<file path="config.mk">
export PLATFORM = sky130hd
export DESIGN_NAME = shift_sequencer_flat
export DESIGN_NICKNAME = d
export VERILOG_FILES = /design/src/rtl/shift_pkg.sv /design/src/rtl/shift_sequencer_if.sv /design/src/rtl/shift_tick_gen.sv /design/src/rtl/shift_sequencer.sv /design/src/flat_wrapper.sv
export SDC_FILE = /design/constraint.sdc
export NUM_CORES = 1
export LEC_CHECK = 0
export CAP_MARGIN = 5
export CORE_MARGIN = 3
export CORE_UTILIZATION = 57
export CTS_CLUSTER_DIAMETER = 100
export CTS_CLUSTER_SIZE = 16
export DETAILED_ROUTE_END_ITERATION = 12
export PLACE_DENSITY_LB_ADDON = 0.12
export SLEW_MARGIN = 10
export SYNTH_ARGS = -nofsm -noshare
export SYNTH_HDL_FRONTEND = slang
export SYNTH_SLANG_ARGS = --single-unit
export TNS_END_PERCENT = 5
</file>
<file path="constraint.sdc">
create_clock -name clk -period 2.1 [get_ports clk]
set_input_delay 0.63 -clock clk [delete_from_list [all_inputs] [get_ports clk]]
set_output_delay 0.63 -clock clk [all_outputs]
set_load 0.05 [all_outputs]
</file>
<file path="src/rtl/shift_pkg.sv">
// shift_pkg: shared definitions for the shift sequencer slice.
//   state_t   - sequencer FSM states
//   DIR_LEFT  - direction input value selecting a left (zero-fill) shift
//   DIR_RIGHT - direction input value selecting a right (sign-fill) shift
package shift_pkg;

  typedef enum logic [1:0] {
    IDLE = 2'd0,
    RUN  = 2'd1,
    DONE = 2'd2
  } state_t;

  localparam logic DIR_LEFT  = 1'b1;
  localparam logic DIR_RIGHT = 1'b0;

endpackage

</file>
<file path="src/rtl/shift_sequencer_if.sv">
// shift_sequencer_if: control/data bundle between a controller (master) and
// the shift sequencer (slave).
//   load, load_data        - operand capture request and value
//   start, direction, steps - sequence launch request and its arguments
//   q, busy, done, overflow - running value and status back to the controller
interface shift_sequencer_if #(
  parameter int WIDTH  = 4,
  parameter int STEP_W = 3
);

  logic              load;
  logic [WIDTH-1:0]  load_data;
  logic              start;
  logic              direction;
  logic [STEP_W-1:0] steps;
  logic [WIDTH-1:0]  q;
  logic              busy;
  logic              done;
  logic              overflow;

  modport master (
    output load, load_data, start, direction, steps,
    input  q, busy, done, overflow
  );

  modport slave (
    input  load, load_data, start, direction, steps,
    output q, busy, done, overflow
  );

endinterface

</file>
<file path="src/rtl/shift_tick_gen.sv">
// shift_tick_gen: paces the shift sequence. Counts 0..DIV-1 and asserts tick
// combinationally while the count sits at DIV-1, then wraps.
//   clk  - system clock
//   rst  - asynchronous active-high reset
//   clr  - restart the count from 0 (applied when a sequence starts)
//   tick - one-cycle enable every DIV cycles
module shift_tick_gen #(
  parameter int DIV = 25000000
) (
  input  logic clk,
  input  logic rst,
  input  logic clr,
  output logic tick
);

  localparam int CW = (DIV > 1) ? $clog2(DIV) : 1;
  localparam logic [CW-1:0] LAST = CW'(DIV - 1);

  logic [CW-1:0] cnt;

  assign tick = (cnt == LAST);

  always_ff @(posedge clk or posedge rst) begin
    if (rst) begin
      cnt <= '0;
    end else if (clr || tick) begin
      cnt <= '0;
    end else begin
      cnt <= cnt + CW'(1);
    end
  end

endmodule

</file>
<file path="src/rtl/shift_sequencer.sv">
// shift_sequencer: holds a signed operand and applies a number of single-bit
// arithmetic shifts, one per paced tick, reporting busy/done and a sticky
// overflow flag.
//   clk - system clock (rising edge)
//   rst - asynchronous active-high reset
//   bus - shift_sequencer_if.slave: load/load_data/start/direction/steps in,
//         q/busy/done/overflow out
// Optional build macro SHIFT_SAT_EN: an overflowing left shift saturates q to
// the extreme of the pre-shift sign instead of wrapping.
import shift_pkg::*;

module shift_sequencer #(
  parameter int WIDTH  = 4,
  parameter int STEP_W = 3,
  parameter int DIV    = 25000000
) (
  input logic                clk,
  input logic                rst,
  shift_sequencer_if.slave   bus
);

  state_t            state, state_nx;
  logic [WIDTH-1:0]  q_r, q_nx;
  logic [STEP_W-1:0] rem, rem_nx;
  logic              dir_r, dir_nx;
  logic              ov_r, ov_nx;
  logic              tick;
  logic              clr;

  shift_tick_gen #(.DIV(DIV)) u_tick (
    .clk  (clk),
    .rst  (rst),
    .clr  (clr),
    .tick (tick)
  );

  assign bus.q        = q_r;
  assign bus.busy     = (state == RUN);
  assign bus.done     = (state == DONE);
  assign bus.overflow = ov_r;

  always_comb begin
    state_nx = state;
    q_nx     = q_r;
    rem_nx   = rem;
    dir_nx   = dir_r;
    ov_nx    = ov_r;
    clr      = 1'b0;
    case (state)
      IDLE: begin
        // Load is applied first so a same-cycle start works on the new value.
        if (bus.load) begin
          q_nx  = bus.load_data;
          ov_nx = 1'b0;
        end
        if (bus.start) begin
          if (bus.steps != '0) begin
            dir_nx   = bus.direction;
            rem_nx   = bus.steps;
            clr      = 1'b1;
            ov_nx    = 1'b0;
            state_nx = RUN;
          end else begin
            state_nx = DONE;
          end
        end
      end
      RUN: begin
        if (tick) begin
          if (dir_r == DIR_LEFT) begin
            if (q_r[WIDTH-1] != q_r[WIDTH-2]) begin
              ov_nx = 1'b1;
`ifdef SHIFT_SAT_EN
              q_nx = q_r[WIDTH-1] ? {1'b1, {(WIDTH-1){1'b0}}}
                                  : {1'b0, {(WIDTH-1){1'b1}}};
`else
              q_nx = {q_r[WIDTH-2:0], 1'b0};
`endif
            end else begin
              q_nx = {q_r[WIDTH-2:0], 1'b0};
            end
          end else begin
            q_nx = {q_r[WIDTH-1], q_r[WIDTH-1:1]};
          end
          rem_nx = rem - STEP_W'(1);
          if (rem == STEP_W'(1)) begin
            state_nx = DONE;
          end
        end
      end
      DONE: begin
        state_nx = IDLE;
      end
      default: begin
        state_nx = IDLE;
      end
    endcase
  end

  always_ff @(posedge clk or posedge rst) begin
    if (rst) begin
      state <= IDLE;
      q_r   <= '0;
      rem   <= '0;
      dir_r <= DIR_RIGHT;
      ov_r  <= 1'b0;
    end else begin
      state <= state_nx;
      q_r   <= q_nx;
      rem   <= rem_nx;
      dir_r <= dir_nx;
      ov_r  <= ov_nx;
    end
  end

endmodule

</file>
<file path="src/flat_wrapper.sv">
// flat-port wrapper written by rule: the top's interface ports become plain ports
module shift_sequencer_flat 
#(
  parameter int WIDTH  = 4,
  parameter int STEP_W = 3,
  parameter int DIV    = 25000000
)
  (clk, rst, bus_load, bus_load_data, bus_start, bus_direction, bus_steps, bus_q, bus_busy, bus_done, bus_overflow);
  shift_sequencer_if #(.WIDTH(WIDTH), .STEP_W(STEP_W)) bus_i ();
  input logic clk;
  input logic rst;
  input wire logic [$bits(bus_i.load)-1:0] bus_load;
  input wire logic [$bits(bus_i.load_data)-1:0] bus_load_data;
  input wire logic [$bits(bus_i.start)-1:0] bus_start;
  input wire logic [$bits(bus_i.direction)-1:0] bus_direction;
  input wire logic [$bits(bus_i.steps)-1:0] bus_steps;
  output wire logic [$bits(bus_i.q)-1:0] bus_q;
  output wire logic [$bits(bus_i.busy)-1:0] bus_busy;
  output wire logic [$bits(bus_i.done)-1:0] bus_done;
  output wire logic [$bits(bus_i.overflow)-1:0] bus_overflow;
  assign bus_i.load = bus_load;
  assign bus_i.load_data = bus_load_data;
  assign bus_i.start = bus_start;
  assign bus_i.direction = bus_direction;
  assign bus_i.steps = bus_steps;
  assign bus_q = bus_i.q;
  assign bus_busy = bus_i.busy;
  assign bus_done = bus_i.done;
  assign bus_overflow = bus_i.overflow;
  shift_sequencer #(.WIDTH(WIDTH), .STEP_W(STEP_W), .DIV(DIV)) u_core (.clk(clk), .rst(rst), .bus(bus_i));
endmodule
</file>
* Yosys cells after proc, flatten, opt, wreduce, memory -nomap -nowiden
Index checks and enable logic that the tools add are counted.
W data, S select, Z words.
** Storage, ports and cells
- Bits in registers :: 36
- Input bits :: 12
- Output and inout bits :: 7
- Word-level logic and storage cells :: 55
** Operators by class
- Add/subtract/negate cells :: 2
- Equality and inequality tests :: 12
- Multiplexer cells :: 24
- Reduce and logical (&&, ||, !) cells :: 10
** Operators by type and width (number)
- $add A25 B1 Y25 const B :: 1
- $eq A25 B25 Y1 const B :: 1
- $mux W25 :: 1
- $mux W4 :: 3
- $reduce_and A4 Y1 :: 3
- $ne A2 B1 Y1 const B :: 5
- $mux W1 :: 9
- $mux W3 :: 3
- $reduce_and A3 Y1 :: 3
- $mux W2 :: 4
- $pmux W4 S2 :: 1
- $pmux W3 S2 :: 1
- $ne A2 B2 Y1 const B :: 2
- $pmux W2 S2 :: 1
- $eq A3 B1 Y1 const B :: 1
- $reduce_bool A3 Y1 :: 1
- $sub A3 B1 Y3 const B :: 1
- $eq A2 B1 Y1 const B :: 1
- $eq A2 B2 Y1 const B :: 1
- $logic_not A2 Y1 :: 1
- $pmux W1 S2 :: 1
- $reduce_bool A2 Y1 :: 1
- $logic_or A1 B1 Y1 :: 1
- $ne A1 B1 Y1 :: 1

* Depth between registers and ports, before layout
Gate-level depths: netlist of run 1.
- Depth after elaboration :: 6
- Mapped depth :: 7
- Mapped depth without buffers :: 5

* By module
From an unflattened synthesis of run 1, not the netlist that was laid out.
** Unflattened totals
- Cells, all modules :: 203
- Area total of the unflattened synthesis :: 1954.4 um^2
** By module, submodules not included
- shift_tick_gen :: instances 1, cells each 139, area each 1282.5 um^2
- shift_sequencer :: instances 1, cells each 64, area each 671.9 um^2

* Worst setup path before layout of run 1
No wires, ideal clock.
- Path kind :: flip-flop to output port
- Start point :: reg u_core.state[1]
- End point :: out bus_done
- Arrival time :: 1338 ps
- Slack :: 132 ps
- Cell stages (with the launch flop) :: 3
- Path buffers :: 1
- Path through :: dfrtp_1 -> clkbuf_1 -> nor2b_1
** On the way
- Word-level cells in the longest chain between the ends :: 1
** RTL lines
- from (decl) :: line shift_sequencer.sv:22 : state_t state, state_nx;
- from (signal assigned) :: line shift_sequencer.sv:108 : state <= state_nx;
- $eq A2 B2 Y1 :: line shift_sequencer.sv:39 : assign bus.done = (state == DONE);
- to (decl) :: line flat_wrapper.sv:19 : output wire logic [$bits(bus_i.done)-1:0] bus_done;
Every way passes these cells.

* Worst setup path after layout of run 1
- Start point :: reg u_core.u_tick.cnt[0]
- End point :: reg u_core.q_r[0], in the netlist u_core.bus.q[0]
** On the way
- Word-level cells in the longest chain between the ends :: 3
** RTL lines
- from (decl) :: line shift_tick_gen.sv:19 : logic [CW-1:0] cnt;
- from (signal assigned) :: line shift_tick_gen.sv:29 : cnt <= cnt + CW'(1);
- $eq A25 B25 Y1 :: line shift_tick_gen.sv:21 : assign tick = (cnt == LAST);
- $ne A2 B1 Y1 (no source line)
- $reduce_and A3 Y1 (no source line)
- to (signal assigned) :: line shift_sequencer.sv:109 : q_r <= q_nx;
- to (decl) :: line shift_sequencer.sv:23 : logic [WIDTH-1:0] q_r, q_nx;
Every way passes these cells.
A chain may end at the register's enable or synchronous reset.

==> results of run 1 <==
critical path, cell delays in order, from the launching register on:
cell and delay (ns):
dfrtp_1 0.39, ha_2 0.23, and4_2 0.34, nand4_4 0.15, or4_1 0.57, a211oi_2 0.22
synth_stat cells (all sizes together):
cell     n  area [um2]
nand4   15         115
nand2b   3        18.8
nand3   14        75.1
o311ai   1        8.76
o211ai   4        30.0
nand2   17        63.8
nor4     4        55.1
o31ai    4        30.0
and2     1        6.26
nor2    19        71.3
and4     7        61.3
or3b     1        8.76
mux2     2        22.5
a211oi   5        42.5
nor3b    3        22.5
or4bb    1        11.3
inv      8        30.0
nor4b    1        8.76
a21o     2        16.3
or4b     1        13.8
buf      8        51.3
o32ai    1        8.76
or3      8        50.1
nor3     2        20.0
o21ai   10        53.8
xor2     8        70.1
a21oi   15        75.1
clkbuf   4        15.0
nor4bb   2        20.0
or4      6        45.0
xnor2    5        43.8
ha       3        37.5
and3     5        32.5
nand3b   1        7.51
nor2b    2        12.5
dfrtp   36         901
worst paths after layout:
check / start / to / slack (ns) / depth (start not counted)
min in group asynchronous: rst / u_core.rem[2]$_DFFE_PP0P_ / 0.75 / 3
max reg2reg: u_core.u_tick.cnt[0]$_DFF_PP0_ / u_core.bus.q[0]$_DFFE_PP0P_ / 0.12 / 5
min: u_core.u_tick.cnt[0]$_DFF_PP0_ / u_core.u_tick.cnt[0]$_DFF_PP0_ / 0.49 / 1
min reg2reg: u_core.u_tick.cnt[0]$_DFF_PP0_ / u_core.u_tick.cnt[0]$_DFF_PP0_ / 0.49 / 1
max in group asynchronous: rst / u_core.u_tick.cnt[7]$_DFF_PP0_ / 1.02 / 3
max: u_core.u_tick.cnt[0]$_DFF_PP0_ / u_core.bus.q[0]$_DFFE_PP0P_ / 0.12 / 5
sequential cells by signal, indices dropped and copies added, names as in the netlist:
register and count:
u_core.u_tick.cnt 25, u_core.bus.q 4, u_core.dir_r 1, u_core.bus.overflow 1, u_core.state 2, u_core.rem 3
per-layer routing:
| layer | vias up | global-route usage, % | share of wire, % |
|---|---|---|---|
| met3 | 8 | 3.83 | 4.2 |
| met1 | 906 | 32.2 | 45 |
| met5 | - | 0 | 0 |
| met4 | 0 | 7.85 | 1.4 |
| li1 | 910 | - | - |
| met2 | 44 | 38.8 | 49 |
cell families after synthesis:
group	count (synthesis)	share of synthesized area (%)
AND/OR/NAND/NOR	113	33.4
XOR/XNOR	13	5.28
AO/OA/AOI/OAI	42	12.3
flip-flops	36	41.8
multiplexers	2	1.04
buffers and inverters	20	4.47
adder cells (fa/ha/maj)	3	1.74
final cells by class:
cell class | count | area (um2)
clock buffer | 5 | 68.8
fill | 265 | 947
inverter | 8 | 30.0
multi-input combinational | 173 | 1160
sequential | 36 | 901
tap | 46 | 57.6
timing repair buffer | 35 | 328
stage by stage:
stage,instance area (um2),cells
final,2550,303
after detailed placement,2470,298
after global routing,2550,303
after global placement,2470,298
after floorplan,2160,229
after CTS,2540,303
where the power goes:
group          switching, mW  internal, mW
sequential             0.121         0.799
combinational          0.317         0.249
clock                  0.216         0.213
==> results.toml, run 1 <==
[status]
outcome = "complete, no violations"

[clock_network]
insertion_delay_ns = 0.28
cts_tree = "yes"
clkTransAtPathRegs_ns = 0.07
clk_path_buf_depth = 2
postCtsSetupRepairBufs = 0
post_cts_resized = 0
hold_buffers = 0
cts_buffers = 5
cts_root_buf = "clkbuf_8"
cts.htree.levels = 2
clock-sinks = 36

[drt]
wl_per_cell_um = 15.7
drtPass1Iterations = 4
vias = 1868
first_iter_violations = 114
drtAntennaViolNets = 0
drc = 0
drt-total-wl_um = 4750
drt-vias-per-instance = 6.17

[placed_design]
pre_cts_ws_ns = -0.0954
io_buffers = 18
place.gp.congestion = 0.857
hpwl_um = 3410

[global_routing]
grt_pass1_wl_um = 8260
grt_pass1_vias = 1844
antenna_found_initial = 0
overflow = 0
grt_use_total_pct = 23.8
grt_max_degree = 37

[sta]
min_period_ns = 1.98
fin_hold_ws_ns = 0.493
fin_crit_sh_pct = 94.3
finalClockSkew_ns = 0.00338
relSlewSlack_pct = 69.4
finalSetupViolations = 0
worst_pin_slew_ns = 0.459
fmax_mhz = 505
fin_setup_tns_ns = 0
hold_viol = 0
rsz0062_at_grt = "false"
slew_violations = 0
worst_slack_ns = 0.120

[worst_setup_path]
cp-start-kind = "flip-flop"
cp_max_fo = 6
arrival_ns = 2.18
cp-end-kind = "flip-flop"
crit_type = "flip-flop to flip-flop"
crit_required_ns = 2.30

[floorplan]
design.core.area_mm2 = 0.00349
rows = 21
dieArea_mm2 = 0.00456
dieWidth_um = 67.5
fp.dieH_um = 67.5
initial_core_util_pct = 61.7
num_io_pins = 19

[synthesis]
synth.distinct_cells = 47
yosysSeqAreaShare_pct = 41.8
avgSynthCellArea_um2 = 9.41
synthCells = 229
synth_seq_cells = 36
synth_nets = 244
netlist_area_mm2 = 0.00216
ys_warn_count = 0

[pwr]
powerDensity_mw_per_mm2 = 752
total_power_mw = 1.92
leakage_nw = 1.07
peakVddDrop_mv = 0.593

[final_layout]
final_common_cell = "dfrtp_1"
num_antenna_cells = 0
finish.utilization_pct = 72.9
final_cell_mix = "dfrtp_1 (36), buf_4 (21), nor2_1 (19)"
drive_gt1_share_pct = 17.9
fin_nets = 274
areaGrowthSynthToFinish_pct = 18.2

[min_path]
hold_path.class = "flip-flop to flip-flop"

[run]
cap_violations = 0
Power figures use the tool's default switching activity.
==> inputs of run 2 (changes only) <==
Settings changed: CELL_PAD_IN_SITES_DETAIL_PLACEMENT set to 0, CELL_PAD_IN_SITES_GLOBAL_PLACEMENT set to 2, CORE_UTILIZATION 57 to 36.
==> run 2 against run 1 <==
  * Clock power grew 41%
  * First-iteration DRC count is 57% lower
  * Wire length increased by 4.1%
  * Critical path type is now flip-flop to output port
  * Largest cell class unchanged
==> results.toml, run 2 (synthesis results as in run 1) <==
[final_layout]
largest_register_ffs = 25
areaGrowthSynthToFinish_pct = 22.9
drive_gt1_share_pct = 18.6
num_antenna_cells = 0
final_common_cell = "dfrtp_1"
largest-register = "u_core.u_tick.cnt"
finish.utilization_pct = 47.0
fin_nets = 277
final_cell_mix = "dfrtp_1 (36), buf_4 (23), nor2_1 (19)"

[pwr]
powerDensity_mw_per_mm2 = 785
switching_power_mw = 0.683
p_comb_share_pct = 26.4
leakage_nw = 1.11
peakVddDrop_mv = 0.522
switching_share_pct = 32.8
clock_power_share_pct = 29.1
internal_power_mw = 1.40
power_frac_seq_pct = 44.4

[sta]
worst_pin_slew_ns = 0.399
finalClockSkew_ns = 0.00493
finalSetupViolations = 0
fmax_mhz = 513
fin_setup_tns_ns = 0
rsz0062_at_grt = "false"
min_period_ns = 1.95
hold_viol = 0
relSlewSlack_pct = 73.0
fin_crit_sh_pct = 92.8
worst_slack_ns = 0.151
slew_violations = 0

[clock_network]
cts_tree = "yes"
hold_buffers = 0
clkTransAtPathRegs_ns = 0.07
insertion_delay_ns = 0.28
postCtsSetupRepairBufs = 0
cts_buffers = 5
post_cts_resized = 0
clock-sinks = 36
cts_root_buf = "clkbuf_8"
clk_path_buf_depth = 2
cts.htree.levels = 2

[placed_design]
place.gp.congestion = 0.723
pre_cts_ws_ns = -0.0889
hpwl_um = 3550
io_buffers = 18

[floorplan]
design.core.area_mm2 = 0.00564
initial_core_util_pct = 38.2
dieArea_mm2 = 0.00695
dieWidth_um = 83.4
fp.dieH_um = 83.4
num_io_pins = 19
rows = 27

[worst_setup_path]
r2r_slack_ns = 0.18
cp-start-kind = "flip-flop"
crit_required_ns = 1.47
cp_max_fo = 8
cp-end-kind = "output port"
crit_type = "flip-flop to output port"
arrival_ns = 1.32

[global_routing]
grt_max_degree = 37
overflow = 0
antenna_found_initial = 0
grt_use_total_pct = 15.5
grt_pass1_vias = 1834
grt_pass1_wl_um = 8930

[drt]
drt-total-wl_um = 4940
drtPass1Iterations = 4
first_iter_violations = 49
drt-vias-per-instance = 5.36
drtAntennaViolNets = 0
vias = 1794
drc = 0
wl_per_cell_um = 14.7

[status]
outcome = "complete, no violations"

[run]
cap_violations = 0

[min_path]
hold_path.class = "flip-flop to flip-flop"
-- run 2: per-stage QoR --
step	hold slack [ns]	power (mW)	std cells	cell area, um2
after floorplan	0.448	1.31	229	2160
after global placement	0.476	1.49	327	2540
after detailed placement	0.478	1.49	327	2540
after CTS	0.486	2.10	335	2650
after global routing	0.524	2.22	335	2650
final	0.483	2.08	335	2650
-- run 2: metal layers --
layer  global-route usage (%)  vias to the layer above  wire length, um
met3                     3.47                        7              160
met5                        0                        -                0
met1                     21.0                      853             2380
met4                     4.46                        0               50
li1                         -                      909                -
met2                     24.7                       25             2350
-- run 2: worst max-delay path, stage by stage, from the launching register on --
cell and delay [ns]:
dfrtp_1 0.47, buf_4 0.20, nor2b_1 0.20, buf_12 0.17
-- run 2: cell type report --
type / instances / area, um2
fill: 536 / 2990
multi-input combinational: 173 / 1160
tap: 72 / 90.1
clock inverter: 2 / 35.0
timing repair buffer: 38 / 363
inverter: 8 / 30.0
sequential: 36 / 901
clock buffer: 6 / 72.6
-- run 2: final timing paths --
path | start | to | cells past startpoint
max | u_core.state[0]$_DFFE_PP0P_ | bus_done | 3
min | u_core.u_tick.cnt[0]$_DFF_PP0_ | u_core.u_tick.cnt[0]$_DFF_PP0_ | 1
max reg2reg | u_core.u_tick.cnt[13]$_DFF_PP0_ | u_core.u_tick.cnt[24]$_DFF_PP0_ | 4
min reg2reg | u_core.u_tick.cnt[0]$_DFF_PP0_ | u_core.u_tick.cnt[0]$_DFF_PP0_ | 1
max in group asynchronous | rst | u_core.state[0]$_DFFE_PP0P_ | 3
min in group asynchronous | rst | u_core.u_tick.cnt[21]$_DFF_PP0_ | 3
-- run 2: power by group through the flow --
stage	Clock (mW)	Sequential (mW)	Combinational, mW
floorplan	0	0.983	0.325
global placement	0	0.939	0.547
detailed placement	0	0.939	0.552
CTS	0.622	0.925	0.556
global route	0.654	0.949	0.618
finish	0.606	0.924	0.549
==> RTL change: new RTL, flow settings as in run 2 <==
`STEP_W` is set to 3 in 3 places; all go to 6.
--- a/src/rtl/shift_sequencer_if.sv
+++ b/src/rtl/shift_sequencer_if.sv
@@ -5,7 +5,7 @@
 //   q, busy, done, overflow - running value and status back to the controller
 interface shift_sequencer_if #(
   parameter int WIDTH  = 4,
-  parameter int STEP_W = 3
+  parameter int STEP_W = 6
 );
 
   logic              load;
--- a/src/rtl/shift_sequencer.sv
+++ b/src/rtl/shift_sequencer.sv
@@ -11,7 +11,7 @@
 
 module shift_sequencer #(
   parameter int WIDTH  = 4,
-  parameter int STEP_W = 3,
+  parameter int STEP_W = 6,
   parameter int DIV    = 25000000
 ) (
   input logic                clk,
--- a/src/flat_wrapper.sv
+++ b/src/flat_wrapper.sv
@@ -2,7 +2,7 @@
 module shift_sequencer_flat 
 #(
   parameter int WIDTH  = 4,
-  parameter int STEP_W = 3,
+  parameter int STEP_W = 6,
   parameter int DIV    = 25000000
 )
   (clk, rst, bus_load, bus_load_data, bus_start, bus_direction, bus_steps, bus_q, bus_busy, bus_done, bus_overflow);
Ports: changed (resized bus_steps); port bits go from 19 to 22. The function was not compared with the original's and may differ.
==> RTL change against run 2 <==
Critical path depth is the same; worst setup slack got worse by 20 ps; area after synthesis shrank 3.4%; utilization decreased by 0.18 points; sequential cell count is 3 higher; wire length decreased by 9.6%; cell area down 2.2%.
Power is not compared: it rests on default switching activity, and its combinational part moved more than twofold at a synthesized area within 25%.
==> RTL change: results (changes against run 2) <==
DP HPWL - 3.281 mm (-7.7%)
H-tree Lvls - 2 (unchanged)
Synth Instances - 210 (-8.3%)
Mux contribution to synthesized area - 0.009610 (-0.0008373)
Crit. Startpoint - u_core.state[1]
# port buffers - 21 (+3)
Placed Area - 2487 µm² (-2.2%)
Total GRT Usage - 0.1491 (-0.005924)
Largest cells by area after synthesis - dfrtp_1, xor2_1, nor2_1
Pin count of the biggest net entering global routing - 40 (+8.1%)
GPL Wtd Cong - 0.7597 (+5.0%)
Diodes inserted - 0 (unchanged)
R2r startpoint - u_core.u_tick.cnt[0]
HP Start - u_core.u_tick.cnt[0]
Crit path max-delay family - flip-flops
Pleak - 0.001187 µW
Adder-Cell Fraction of Synth Area - 0.01802 (+0.0006065)
Nets - 266 (-4.0%)
Outcome - completed
Skew final - 7.029 ps (+2.101 ps)
Reg2Reg Setup Slack - 190 ps
Drt first pass iters - 4 (unchanged)
Compound-Gate Fraction of Synth Area - 0.09550 (-0.02755)
Max reg flops - 25 (unchanged)
Clk_lat worst skew - 290 ps
Post-CTS resize count - 0 (unchanged)
Distinct cells, synth - 45 (-4.3%)
Sequential-to-total area share from yosys stat - 0.4685 (+0.05059)
Drt via density - 5.028 (-6.1%)
Hold Path Class - reg2reg
Initial antenna violation count - 0 (unchanged)
Placed Cells - 313 (-4.3%)
Clk slew on worst S/H paths - 80 ps
Worst Path Arrival - 1340 ps (+20 ps)
Slowest stage delay, CP - 410 ps (-60 ps)
Global-route wire length before repair - 7.610 mm (-15%)
Initial DRC count - 49 (unchanged)
Yosys warns - 0 (unchanged)
Synth top cells by count - dfrtp_1, nor2_1, xor2_1, nand2_1
Drt total wl - 4.468 mm (-9.6%)
Worst-margin pin slew - 499.0 ps (+99.70 ps)
Layout cell share with drive strength beyond 1 - 0.1847 (-0.001573)
Crit Path Max Fanout - 6 (-2)
Clock root cell - clkbuf_8
Maxcap violations - 0 (unchanged)
Slowest cell on the critical path - dfrtp_1
Peak supply drop - 300.9 µV
Clk buf depth - 2 (unchanged)
Number of global-route vias before repair - 1558 (-15%)
Wire length per cell - 13.92 µm (-5.6%)
Mapped Nets - 228 (-6.6%)
Xor/xnor cell area share of the yosys netlist - 0.09670 (+0.04388)
CTS Buf Count - 5 (unchanged)
Setup Fix Bufs, Post-CTS - 0 (unchanged)
Top reg by flops - u_core.u_tick.cnt
Async SR Flop Fraction - 1.000 (unchanged)
RTL change: final timing paths:
check                                         to  depth (start not counted)
setup reg to reg           u_core.u_tick.cnt[13]                          6
hold reg to reg             u_core.u_tick.cnt[0]                          1
min in group asynchronous  u_core.u_tick.cnt[10]                          3
setup / recovery                        bus_busy                          3
hold / removal              u_core.u_tick.cnt[0]                          1
max in group asynchronous    u_core.bus.overflow                          3
RTL change: layout make-up:
cell class                 instances  area, µm²
fill                             525       2948
multi-input combinational        158       1051
sequential                        39      975.9
timing repair buffer              37      350.3
tap                               72      90.09
clock buffer                       6      82.58
inverter                           7      26.28
clock inverter                     2      16.27
RTL change: per-layer routing:
layer	global-route usage	vias to the layer above	part of all wire	routed length, µm
li1	-	823	-	-
met1	0.2151	766	0.52	2334
met2	0.2189	20	0.44	1948
met3	0.03728	5	0.031	138
met4	0.04485	0	0.010	46
met5	0	-	0	0
RTL change: metrics by stage:
step | total power, µW | utilization | hold slack, ps | worst slack (ps)
final | 1358 | 0.4679 | 494.7 | 131.1
after global routing | 1417 | 0.4679 | 523.5 | 10.69
after CTS | 1389 | 0.4668 | 500.7 | 109.1
after detailed placement | 827.6 | 0.4490 | 488.5 | -199.3
after global placement | 827.3 | 0.4490 | 478.1 | -106.3
after floorplan | 779.9 | - | 454.9 | 379.6
RTL change: kinds of logic after synthesis:
family	after synthesis
flip-flops	39
adder cells (fa/ha/maj)	3
multiplexers	2
AO/OA/AOI/OAI	26
AND/OR/NAND/NOR	104
XOR/XNOR	23
buffers and inverters	13
RTL change: where the power goes:
group	total, µW	switching (µW)	internal, µW
combinational	60.7	25.5	35.2
sequential	750	0	750
clock	547	279	268
total	1360	304	1050
